<file path="src/rtl/record_controller_pkg.sv">
// -----------------------------------------------------------------------------
// record_controller_pkg
// Shared song-format definitions used by both the recorder (record_controller)
// and the playback side (song_player):
//   - master_state mode encodings
//   - song-RAM geometry (RAM_DEPTH entries, ADDR_W address bits)
//   - 16-bit entry layout {rest[15], note[14:9], duration[8:3], meta[2:0]}
//   - MAX_DUR, the longest duration a single entry can carry
//   - recorder FSM state type
// -----------------------------------------------------------------------------
package record_controller_pkg;

    typedef enum logic [1:0] {
        MS_JAM_SESH    = 2'b00,
        MS_COMPOSER    = 2'b01,
        MS_SONG_PLAYER = 2'b10
    } master_state_e;

    localparam int unsigned NOTE_W    = 6;
    localparam int unsigned DUR_W     = 6;
    localparam int unsigned META_W    = 3;
    localparam int unsigned ADDR_W    = 7;
    localparam int unsigned PAYLOAD_W = 16;
    localparam int unsigned RAM_DEPTH = 128;

    // Entry field positions
    localparam int unsigned PAY_REST_BIT = 15;
    localparam int unsigned PAY_NOTE_LSB = 9;
    localparam int unsigned PAY_DUR_LSB  = 3;
    localparam int unsigned PAY_META_LSB = 0;

    localparam logic [DUR_W-1:0]  MAX_DUR   = 6'd63;
    localparam logic [ADDR_W-1:0] LAST_ADDR = 7'(RAM_DEPTH - 1);

    typedef enum logic [1:0] {
        ST_IDLE,
        ST_REC,
        ST_FLUSH,
        ST_DONE
    } rec_state_e;

    // Build one song-RAM entry; note 0 is a rest, meta is always zero.
    function automatic logic [PAYLOAD_W-1:0] pack_entry(
        input logic [NOTE_W-1:0] note,
        input logic [DUR_W-1:0]  dur
    );
        logic [PAYLOAD_W-1:0] p;
        p = '0;
        p[PAY_REST_BIT]                        = (note == '0);
        p[PAY_NOTE_LSB +: NOTE_W]              = note;
        p[PAY_DUR_LSB  +: DUR_W]               = dur;
        p[PAY_META_LSB +: META_W]              = '0;
        return p;
    endfunction

endpackage

</file>
<file path="src/rtl/record_controller.sv">
// -----------------------------------------------------------------------------
// record_controller
// Records live key events into song RAM while in COMPOSER mode. Each entry is
// a note (or rest) plus how many beats it was held. Notes held for MAX_DUR
// beats are split into several entries. Recording stops on record_button,
// on leaving COMPOSER mode, or when the last RAM slot is written.
//
// Ports
//   clk            in   system clock, rising edge
//   reset          in   asynchronous active-low reset
//   beat           in   one-cycle tempo pulse
//   master_state   in   [1:0] mode (JAM_SESH / COMPOSER / SONG_PLAYER)
//   record_button  in   one-cycle start/stop pulse
//   note_valid     in   one-cycle pulse qualifying note_in
//   note_in        in   [5:0] note index, 0 = rest
//   write_enable   out  song-RAM write strobe, one cycle per entry
//   write_address  out  [6:0] entry index
//   write_payload  out  [15:0] entry data
//   done_recording out  one-cycle pulse; write_address = last written index
//   recording      out  high while recording or flushing
//   full           out  high from the write to the last slot until next start
// -----------------------------------------------------------------------------
module record_controller
    import record_controller_pkg::*;
(
    input  logic                 clk,
    input  logic                 reset,
    input  logic                 beat,
    input  logic [1:0]           master_state,
    input  logic                 record_button,
    input  logic                 note_valid,
    input  logic [NOTE_W-1:0]    note_in,
    output logic                 write_enable,
    output logic [ADDR_W-1:0]    write_address,
    output logic [PAYLOAD_W-1:0] write_payload,
    output logic                 done_recording,
    output logic                 recording,
    output logic                 full
);

    rec_state_e             state_q;
    logic [ADDR_W-1:0]      addr_q;
    logic [NOTE_W-1:0]      cur_note_q;
    logic [DUR_W-1:0]       dur_q;
    logic                   wrote_any_q;

    logic                   write_enable_q;
    logic [ADDR_W-1:0]      write_address_q;
    logic [PAYLOAD_W-1:0]   write_payload_q;
    logic                   done_recording_q;
    logic                   recording_q;
    logic                   full_q;

    logic                   is_composer;
    logic                   stop_req;
    logic [DUR_W-1:0]       dur_credit;
    logic                   note_change;
    logic                   split;
    logic                   do_write;
    logic                   last_slot;

    // The beat of this cycle is credited to the current note before any
    // entry is formed, so every decision below works on dur_credit.
    always_comb begin
        is_composer = (master_state == MS_COMPOSER);
        stop_req    = record_button || !is_composer;
        dur_credit  = dur_q + DUR_W'(beat);
        note_change = note_valid && (note_in != cur_note_q) && !stop_req;
        split       = beat && (dur_credit == MAX_DUR);
        do_write    = (note_change && (dur_credit != '0)) || split;
        last_slot   = (addr_q == LAST_ADDR);
    end

    always_ff @(posedge clk or negedge reset) begin
        if (!reset) begin
            state_q          <= ST_IDLE;
            addr_q           <= '0;
            cur_note_q       <= '0;
            dur_q            <= '0;
            wrote_any_q      <= 1'b0;
            write_enable_q   <= 1'b0;
            write_address_q  <= '0;
            write_payload_q  <= '0;
            done_recording_q <= 1'b0;
            recording_q      <= 1'b0;
            full_q           <= 1'b0;
        end else begin
            write_enable_q   <= 1'b0;
            done_recording_q <= 1'b0;

            case (state_q)
                ST_IDLE: begin
                    if (record_button && is_composer) begin
                        state_q     <= ST_REC;
                        addr_q      <= '0;
                        cur_note_q  <= '0;
                        dur_q       <= '0;
                        wrote_any_q <= 1'b0;
                        full_q      <= 1'b0;
                        recording_q <= 1'b1;
                    end
                end

                ST_REC: begin
                    if (do_write) begin
                        write_enable_q  <= 1'b1;
                        write_address_q <= addr_q;
                        write_payload_q <= pack_entry(cur_note_q, dur_credit);
                        addr_q          <= addr_q + 1'b1;
                        wrote_any_q     <= 1'b1;
                        dur_q           <= '0;
                    end else begin
                        dur_q <= dur_credit;
                    end

                    // A zero-length note is simply replaced without a write.
                    if (note_change) begin
                        cur_note_q <= note_in;
                    end

                    // Filling the last slot ends the take immediately; any
                    // remaining duration is dropped rather than flushed.
                    if (do_write && last_slot) begin
                        full_q      <= 1'b1;
                        recording_q <= 1'b0;
                        state_q     <= ST_DONE;
                    end else if (stop_req) begin
                        state_q <= ST_FLUSH;
                    end
                end

                ST_FLUSH: begin
                    if (dur_q != '0) begin
                        write_enable_q  <= 1'b1;
                        write_address_q <= addr_q;
                        write_payload_q <= pack_entry(cur_note_q, dur_q);
                        addr_q          <= addr_q + 1'b1;
                        wrote_any_q     <= 1'b1;
                        dur_q           <= '0;
                        if (last_slot) begin
                            full_q <= 1'b1;
                        end
                    end
                    recording_q <= 1'b0;
                    state_q     <= ST_DONE;
                end

                ST_DONE: begin
                    // write_address_q still holds the last written index here.
                    done_recording_q <= wrote_any_q;
                    state_q          <= ST_IDLE;
                end

                default: begin
                    state_q <= ST_IDLE;
                end
            endcase
        end
    end

    assign write_enable   = write_enable_q;
    assign write_address  = write_address_q;
    assign write_payload  = write_payload_q;
    assign done_recording = done_recording_q;
    assign recording      = recording_q;
    assign full           = full_q;

endmodule

</file>
<file path="config.mk">
export PLATFORM = sky130hd
export DESIGN_NAME = record_controller
export DESIGN_NICKNAME = d
export VERILOG_FILES = /design/src/rtl/record_controller_pkg.sv /design/src/rtl/record_controller.sv
export SDC_FILE = /design/constraint.sdc
export NUM_CORES = 1
export LEC_CHECK = 0
export ABC_AREA = 1
export ABC_CLOCK_PERIOD_IN_PS = 2029
export CORE_UTILIZATION = 48
export CTS_CLUSTER_DIAMETER = 40
export DETAILED_ROUTE_END_ITERATION = 12
export PLACE_DENSITY = 0.76
export REMOVE_ABC_BUFFERS = 1
export SYNTH_ARGS = -nofsm -noshare
export SYNTH_HDL_FRONTEND = slang
export SYNTH_SLANG_ARGS = --single-unit
</file>
<file path="constraint.sdc">
create_clock -name clk -period 2.03 [get_ports clk]
set_input_delay 0.406 -clock clk [delete_from_list [all_inputs] [get_ports clk]]
set_output_delay 0.406 -clock clk [all_outputs]
set_load 0.02 [all_outputs]
</file>
==> results of run 1 <==
[per-layer routing]
metal	global-route usage	vias to the layer above
li1	-	1071
met1	0.294	1020
met2	0.379	70
met3	0.0488	8
met4	0.0598	0
met5	0	-
[kinds of logic after synthesis]
kind of cell | share of synthesized area
compound gates | 0.110
xor+xnor | 0.0275
fa+ha+maj | 0.0500
other cells | 0.00150
simple gates | 0.254
buf+inv | 0.0965
flops | 0.460
[placed cells by master (no fill, tap or decap), types with 3 or more instances in the layout]
master and instances:
buf_12 3, buf_4 18, clkbuf_8 6, clkdlybuf4s50_1 34, conb_1 3, dfrtp_1 45, ha_1 7, inv_1 35
inv_2 5, nand2_1 70, nand2_2 8, nand3_1 22, nand4_1 4, nor2_1 22, o21ai_0 26, o21ai_1 4
o21ai_2 5, o31ai_1 6, xor2_1 6
[what timing repair did]
action,in CTS,in global routing
pin swaps,8,5
hold buffers,0,0
gates resized for setup,13,19
gates cloned,1,0
endpoints found under the setup margin,38,33
setup buffers,2,0
[final cells by class]
cell class,instances,area [µm²]
clock buffer,6,82.6
fill,389,1550
sequential,46,1150
clock inverter,1,30.0
timing repair buffer,60,599
multi-input combinational,206,1230
tap,67,83.8
inverter,40,150
[worst paths after layout]
check | cells after the start | endpoint
hold reg to reg | 2 | done_recording
setup / recovery | 14 | addr_q[6]
min in group clk | 2 | done_recording
setup reg to reg | 14 | addr_q[6]
hold / removal | 1 | write_payload[13]
max in group asynchronous | 2 | dur_q[2]
[metrics by stage]
step                      power, W  cell area [µm²]  instances  hold slack, ps
after floorplan            0.00284             2420        292             110
final                      0.00497             3330        426            89.4
after detailed placement   0.00389             3050        416             430
after global placement     0.00384             3050        416             427
after global routing       0.00535             3330        426             134
after CTS                  0.00483             3270        426             103
[sequential cells by signal (all words and copies together), names as in the netlist]
signal / cells
recording: 1
wrote_any_q: 1
addr_q: 7
full: 1
write_enable: 1
done_recording: 1
write_payload: 13
write_address: 7
dur_q: 6
state_q: 2
cur_note_q: 6
[power groups by stage]
stage / clock, W / sequential (W) / combinational, W
finish: 0.000700 / 0.00141 / 0.00286
global route: 0.000738 / 0.00145 / 0.00316
CTS: 0.000711 / 0.00141 / 0.00271
detailed placement: 0 / 0.00142 / 0.00247
global placement: 0 / 0.00141 / 0.00243
floorplan: 0 / 0.00158 / 0.00126
[worst register-to-register path: stages, from the launching register on]
cell and delay (ps):
dfrtp_1 390, ha_2 200, ha_4 180, nand3_1 90, nand2_1 70, nand2_2 110
nor2_1 50, nand3_1 100, nand2_2 90, nand3_4 100, buf_6 130, nand2_8 60
nor2_4 150, inv_2 80, o21ai_2 110
==> flow_summary_export.csv, run 1 <==
group,metric,value,unit
logic_synthesis,yosysWarnings,0,
placement,routabilityCongestion,0.840,
logic_synthesis,ys.flop_type,"dfrtp_1",
logic_synthesis,ys_ff_latch,46,
placement,io_buffer_count,36,
clock_network,numCtsBuffers,5,
clock_network,clk_latency,300,ps
route,drtPass1Iterations,4,
logic_synthesis,synth_area_leaders,"dfrtp_1, nand2_1, o21ai_0, inv_1, ha_1",
setup_path,cp-startpoint,"dur_q[0]",
logic_synthesis,yosysUniqueCellTypes,33,
power,p_leak,1.60,nW
timing,fin_tns_setup,0,ps
timing,setup_ws,49.2,ps
logic_synthesis,synth-edff-count,0,
timing,final-setup-viol-count,0,
timing,finalHoldViolations,0,
logic_synthesis,ys_seq_area_frac,0.460,
hold_path,hold_path_class,"in2async",
setup_path,critPathCaptureType,"flip-flop",
grt,grt_start_max_net_pins,25,
run_status,status,"finished, final reports clean",
setup_path,reg2reg_slack,50,ps
placement,place_hpwl,3.89,mm
setup_path,crit_fanout,5,
timing,post-route-min-period,1980,ps
run,maxCapViolations,0,
setup_path,critPathKind,"reg2reg",
power,pwr-share-comb,0.575,
finish,antennaDiodeCount,0,
route,vias,2169,
power,ir_drop,0.000735,V
route,top_layer_used,"met4",
timing,slew_violations,0,
clock_network,cts_buffer_depth,2,
die,dieArea,0.00551,mm²
setup_path,r2r_start,"dur_q[0]",
grt,grt_pass1_vias,2046,
logic_synthesis,synth_top_area_frac,0.460,
logic_synthesis,syn-mean-instance-area,8.26,µm²
placement,dp_slack,-458,ps
timing,rsz0062_at_grt,"true",
clock_network,tritoncts,"built",
die,num_rows,25,
route,viasPerCell,5.09,
clock_network,htreeDepth,2,
clock_network,cts.reportedPaths.clkPinSlew,80,ps
route,wl_per_cell,13.5,µm
power,p_per_area,1500,mW/mm²
finish,fin_util,0.682,
setup_path,crit_family,"simple AND/OR/NAND/NOR gates",
power,intPower,0.00285,W
timing,worst_pin_slew,564,ps
die,core_area,0.00488,mm²
grt,grt_util_all_layers,0.225,
logic_synthesis,synthCells,303,
route,ant_nets,0,
finish,layout.nets,382,
grt,grt_pass1_wl,9.37,mm
power,swShare,0.428,
route,routed_wl,5.74,mm
logic_synthesis,yosysMostFrequentCell,"nand2_1",
die,boundaryPins,40,
logic_synthesis,synth_common_cells,"nand2_1, dfrtp_1, inv_1",
route,drc,0,
timing,fin_crit_sh,0.976,
die,initial_core_util,0.513,
setup_path,path_cells,"ha_2, ha_4, nand3_1, nand2_1, nand2_2, nor2_1, nand3_1, nand2_2, nand3_4, buf_6, nand2_8, nor2_4, inv_2, o21ai_2",
route,drt-met1-wl,2.51,mm
grt,grt_antenna_before_repair,0,
route,route.met3.wl,293,µm
logic_synthesis,yosysTopAreaCell,"dfrtp_1",
die,die_h,74.2,µm
timing,fin_skew,6.38,ps
logic_synthesis,netlist_area,0.00250,mm²
setup_path,crit_path_max_incr_delay,390,ps
logic_synthesis,synthArstFlopShare,1.00,
setup_path,start_kind,"flip-flop",
route,drt_iter0_markers,139,
grt,overflow,0,
setup_path,arrival,2220,ps
timing,slew_headroom,0.624,
power,p_sw,0.00213,W
route,wl_met2,2.86,mm
die,die_x,74.2,µm
power,p_clk_frac,0.141,
setup_path,cp_num_buf_inv,2,
clock_network,clockRootBuffer,"clkbuf_8",
setup_path,required,2270,ps
setup_path,cp_slowest_cell,"dfrtp_1",
finish,syn2layout_area_growth,32.9,%
clock_network,clock_sinks,46,
timing,fmax,0.505,GHz
finish,drive_gt1_frac,0.187,
power,seq_power_share,0.284,
No activity file was read; power rests on OpenSTA's default activity.
==> inputs of run 2 (changes only) <==
--- a/config.mk
+++ b/config.mk
@@ -10,7 +10,7 @@
 export CORE_UTILIZATION = 48
 export CTS_CLUSTER_DIAMETER = 40
 export DETAILED_ROUTE_END_ITERATION = 12
-export PLACE_DENSITY = 0.76
+export PLACE_DENSITY_LB_ADDON = 0.15
 export REMOVE_ABC_BUFFERS = 1
 export SYNTH_ARGS = -nofsm -noshare
 export SYNTH_HDL_FRONTEND = slang
==> run 2 against run 1 <==
  * Global-route usage grew 2.3 points
  * The run now ends with setup timing left
  * Flip-flop and latch count stayed put
  * Critical endpoint is now write_payload[3]
  * Clock power increased by 20%
==> flow_summary_export.csv, run 2 (synthesized netlist as in run 1, its figures left out) <==
group,metric,value,unit
run_status,status,"finished, violations left",
run_status,violations,"setup timing",
timing,finalHoldViolations,0,
power,fin_total_pwr,0.00582,W
power,p_per_area,1630,mW/mm²
clock_network,numCtsBuffers,5,
setup_path,required,2250,ps
setup_path,critPathCaptureType,"flip-flop",
placement,placed_area,0.00306,mm²
finish,syn2layout_area_growth,43.2,%
finish,antennaDiodeCount,0,
power,seq_power_share,0.248,
finish,largest_reg_flops,13,
timing,final-setup-viol-count,8,
grt,grt_start_max_net_pins,25,
power,p_sw,0.00250,W
grt,grt_antenna_before_repair,0,
route,wl_per_cell,14.4,µm
power,ir_drop,0.000801,V
power,p_leak,1.72,nW
setup_path,cp_slowest_cell,"dfrtp_1",
die,die_x,74.2,µm
setup_path,crit_path_max_incr_delay,400,ps
run,maxCapViolations,0,
placement,placed_cells,417,
setup_path,path_cells,"ha_2, ha_4, xnor2_4, nor3_4, nand4_4, nand3_4, nand2_8, buf_12, o31ai_4",
finish,design_area,0.00358,mm²
grt,grt_pass1_vias,2177,
finish,drive_gt1_frac,0.252,
clock_network,hold_buffers,0,
power,p_clk_frac,0.144,
placement,routabilityCongestion,0.841,
route,vias,2237,
timing,post-route-min-period,2050,ps
route,top_layer_used,"met4",
finish,final_cell_mix,"nand2_1, dfrtp_1, inv_1",
setup_path,crit_fanout,6,
timing,slew_violations,0,
setup_path,critPathKind,"reg2reg",
die,num_rows,25,
route,routed_wl,6.22,mm
setup_path,arrival,2270,ps
hold_path,hold_path_class,"in2async",
placement,place_hpwl,3.90,mm
timing,fin_crit_sh,1.01,
timing,fmax,0.488,GHz
finish,final_cell_count_no_fill,432,
grt,overflow,0,
grt,grt_util_all_layers,0.248,
finish,final_common_cell,"nand2_1",
route,route.met3.wl,268,µm
route,drtPass1Iterations,4,
timing,rsz0062_at_grt,"true",
power,swShare,0.429,
clock_network,clock_sinks,46,
clock_network,cts.reportedPaths.clkPinSlew,80,ps
clock_network,clk_latency,310,ps
setup_path,start_kind,"flip-flop",
timing,slew_headroom,0.649,
route,wl_met2,3.14,mm
clock_network,clockRootBuffer,"clkbuf_8",
route,drt-met1-wl,2.68,mm
clock_network,htreeDepth,2,
route,ant_nets,0,
finish,fin_util,0.734,
route,drt_iter0_markers,143,
die,die_h,74.2,µm
finish,layout.nets,387,
die,core_area,0.00488,mm²
route,drc,0,
grt,grt_pass1_wl,10.1,mm
placement,dp_slack,-515,ps
timing,setup_ws,-20.9,ps
power,intPower,0.00333,W
clock_network,tritoncts,"built",
timing,fin_skew,5.35,ps
route,viasPerCell,5.18,
die,initial_core_util,0.513,
power,pwr-share-comb,0.608,
die,boundaryPins,40,
placement,io_buffer_count,36,
die,dieArea,0.00551,mm²
timing,worst_pin_slew,526,ps
clock_network,cts_buffer_depth,2,
[run 2: changes by cell type in the layout (fill, tap and decap cells not counted), moves of 4 or more]
| cell | delta |
|---|---|
| nand2_1 | -12 |
| o21ai_0 | -10 |
| nand2_4 | +8 |
| o21ai_1 | +7 |
| o31ai_1 | -6 |
| buf_4 | +4 |
| nand2_2 | +4 |
[run 2: worst max-delay path, delay by kind of cell (launching register included)]
kind	cells	cell delay [ps]
DFF	1	400
and+or+nand+nor	4	680
AOI/OAI and AO/OA	1	170
xor gates and xnor gates	1	150
adders and majority gates	2	380
buffers and inverters	1	180
[run 2: final cells by class]
class                           count  area, µm²
Clock buffer                        6       82.6
Clock inverter                      2       60.1
Fill cell                         359       1300
Inverter                           40        155
Multi-Input combinational cell    206       1360
Sequential cell                    46       1150
Tap cell                           67       83.8
Timing Repair Buffer               65        687
[run 2: repair_timing]
item                                    CTS  global route
resized for setup                        25            49
endpoints found under the setup margin   38            43
gates cloned                              3             1
buffers inserted                          2             3
pin swaps                                 5             7
hold endpoints to repair                  0             0
[run 2: power groups by stage]
stage | clock network [W] | logic (W) | registers [W]
after detailed placement | 0 | 0.00249 | 0.00142
final | 0.000837 | 0.00354 | 0.00145
after CTS | 0.000845 | 0.00302 | 0.00141
after global placement | 0 | 0.00245 | 0.00141
after floorplan | 0 | 0.00126 | 0.00158
after global routing | 0.000881 | 0.00384 | 0.00148
[run 2: metal layers]
layer,vias to the layer above,track usage
li1,1094,-
met1,1077,0.305
met2,55,0.419
met3,11,0.0542
met4,0,0.105
met5,-,0
[run 2: per-stage QoR]
step	hold slack, ps	setup TNS, ps
after floorplan	110	0
after global placement	422	-14920
after detailed placement	417	-17120
after CTS	87.5	0
after global routing	113	-2910
final	68.2	-83.1
[run 2: path summary, 6_finish.rpt]
check	slack, ps	depth (start not counted)	start	endpoint
max	-20	9	dur_q[0]	write_payload[3]
min	70	1	reset	write_payload[6]
max reg2reg	-20	9	dur_q[0]	write_payload[3]
min reg2reg	490	2	wrote_any_q	done_recording
max in group asynchronous	1450	2	reset	write_address[6]
min in group clk	490	2	wrote_any_q	done_recording
==> inputs of run 3 (changes only) <==
--- a/config.mk
+++ b/config.mk
@@ -12,6 +12,7 @@
 export DETAILED_ROUTE_END_ITERATION = 12
 export PLACE_DENSITY_LB_ADDON = 0.15
 export REMOVE_ABC_BUFFERS = 1
+export SKIP_LAST_GASP = 1
 export SYNTH_ARGS = -nofsm -noshare
 export SYNTH_HDL_FRONTEND = slang
 export SYNTH_SLANG_ARGS = --single-unit
==> run 3 against run 2 <==
  * Clock skew about the same
  * Largest power group unchanged
  * Register-to-register slack about the same
  * Flip-flop and latch count unchanged
  * Critical endpoint is now write_payload[8]
  * Die area unchanged
  * Fmax down 0.24%
  * Clock power about the same
  * Wire length down 0.16%
  * Critical path depth up 1
  * The flow still finishes with violations (setup timing)
==> flow_summary_export.csv, run 3 (synthesized netlist as in run 1, its figures left out) <==
group,metric,value,unit
die,core_area,0.00488,mm²
die,die_x,74.2,µm
clock_network,cts.reportedPaths.clkPinSlew,90,ps
clock_network,numCtsBuffers,5,
finish,fin_util,0.729,
setup_path,reg2reg_to,"write_payload[8]",
finish,antennaDiodeCount,0,
placement,dp_slack,-515,ps
power,fin_total_pwr,0.00578,W
clock_network,htreeDepth,2,
route,drtPass1Iterations,4,
grt,grt_util_all_layers,0.248,
hold_path,hold_path_class,"in2async",
finish,layout.nets,387,
route,drc,0,
clock_network,hold_buffers,0,
finish,fillers,364,
timing,fin_crit_sh,1.01,
route,viasPerCell,5.12,
setup_path,start_kind,"flip-flop",
setup_path,crit_fanout,6,
setup_path,worst_r2r_path_depth,10,
timing,post-route-min-period,2060,ps
clock_network,clk_latency,310,ps
placement,routabilityCongestion,0.841,
finish,syn2layout_area_growth,42.2,%
placement,place_hpwl,3.90,mm
setup_path,reg2reg_slack,-30,ps
route,vias,2212,
run_status,status,"finished, violations left",
power,ir_drop,0.000800,V
die,dieArea,0.00551,mm²
clock_network,clockRootBuffer,"clkbuf_8",
grt,overflow,0,
timing,worst_pin_slew,525,ps
route,wl_per_cell,14.4,µm
setup_path,critPathKind,"reg2reg",
setup_path,critPathCaptureType,"flip-flop",
route,drt_iter0_markers,158,
grt,grt_start_max_net_pins,25,
setup_path,cp-startpoint,"dur_q[0]",
finish,final_common_cell,"nand2_1",
placement,io_buffer_count,36,
finish,largest_reg_flops,13,
setup_path,r2r_start,"dur_q[0]",
timing,setup_ws,-25.8,ps
timing,fmax,0.486,GHz
timing,fin_skew,5.84,ps
die,num_rows,25,
finish,drive_gt1_frac,0.236,
grt,grt_pass1_wl,10.1,mm
power,p_leak,1.71,nW
setup_path,cp-endpoint,"write_payload[8]",
grt,grt_antenna_before_repair,0,
finish,final_cell_mix,"nand2_1, dfrtp_1, inv_1",
timing,slew_violations,0,
clock_network,clock_sinks,46,
setup_path,arrival,2250,ps
setup_path,required,2220,ps
clock_network,tritoncts,"built",
die,boundaryPins,40,
route,routed_wl,6.21,mm
clock_network,cts_buffer_depth,2,
timing,slew_headroom,0.650,
timing,final-setup-viol-count,10,
grt,grt_pass1_vias,2177,
timing,finalHoldViolations,0,
die,die_h,74.2,µm
run,maxCapViolations,0,
die,initial_core_util,0.513,
run_status,violations,"setup timing",
power,p_per_area,1620,mW/mm²
route,ant_nets,0,
timing,rsz0062_at_grt,"true",
==> run 3: worst min path at each step <==
stage               startpoint          endpoint  slack [ps]  depth (start not counted)
floorplan                reset         addr_q[0]         110                          0
global placement         reset  write_payload[6]         420                          1
detailed placement       reset  write_payload[6]         420                          1
CTS                      reset     cur_note_q[4]          90                          1
global route             reset     cur_note_q[4]         110                          1
finish                   reset     cur_note_q[4]          70                          1
==> run 3: per-layer routing <==
layer,part of all wire,GRT usage
met5,0,0
met3,0.045,0.0542
met1,0.43,0.305
met4,0.022,0.105
met2,0.50,0.419
==> run 3: per-stage QoR <==
| stage | std cells | area [µm²] | setup TNS [ps] | hold WS (ps) |
|---|---|---|---|---|
| after global placement | 417 | 3060 | -14920 | 422 |
| after global routing | 432 | 3560 | -3030 | 113 |
| after CTS | 428 | 3380 | 0 | 87.5 |
| final | 432 | 3560 | -113 | 68.2 |
| after floorplan | 292 | 2420 | 0 | 110 |
| after detailed placement | 417 | 3060 | -17120 | 417 |
==> run 3: worst max-delay path, cell delays in order (launching register included) <==
cell and delay [ps]:
dfrtp_1 400, ha_2 190, ha_4 190, xnor2_4 150
nor3_4 280, nand4_4 130, nand3_4 140, nand2_8 130
buf_16 180, nand2_2 80, o31ai_4 60
==> run 3: timing repair <==
action                                  4_1_cts  5_1_grt
endpoints found under the setup margin       38       43
gates resized for setup                      25       36
cloned                                        3        1
setup buffers                                 2        3
pin swaps                                     5        7
==> run 3: power by group <==
group,switching (W),total [W],internal (W)
registers,0.000241,0.00144,0.00120
logic,0.00191,0.00350,0.00159
clock network,0.000312,0.000837,0.000525
total,0.00246,0.00578,0.00331
==> run 3: area by class of cell <==
| class | instances | area, µm² | area share |
|---|---|---|---|
| well taps | 67 | 83.8 | 0.0236 |
| clock buffers | 6 | 82.6 | 0.0232 |
| inverters | 40 | 155 | 0.0436 |
| multi-input cells | 206 | 1340 | 0.376 |
| flip-flops and latches | 46 | 1150 | 0.323 |
| clock inverters | 2 | 60.1 | 0.0169 |
| repair buffers | 65 | 687 | 0.193 |
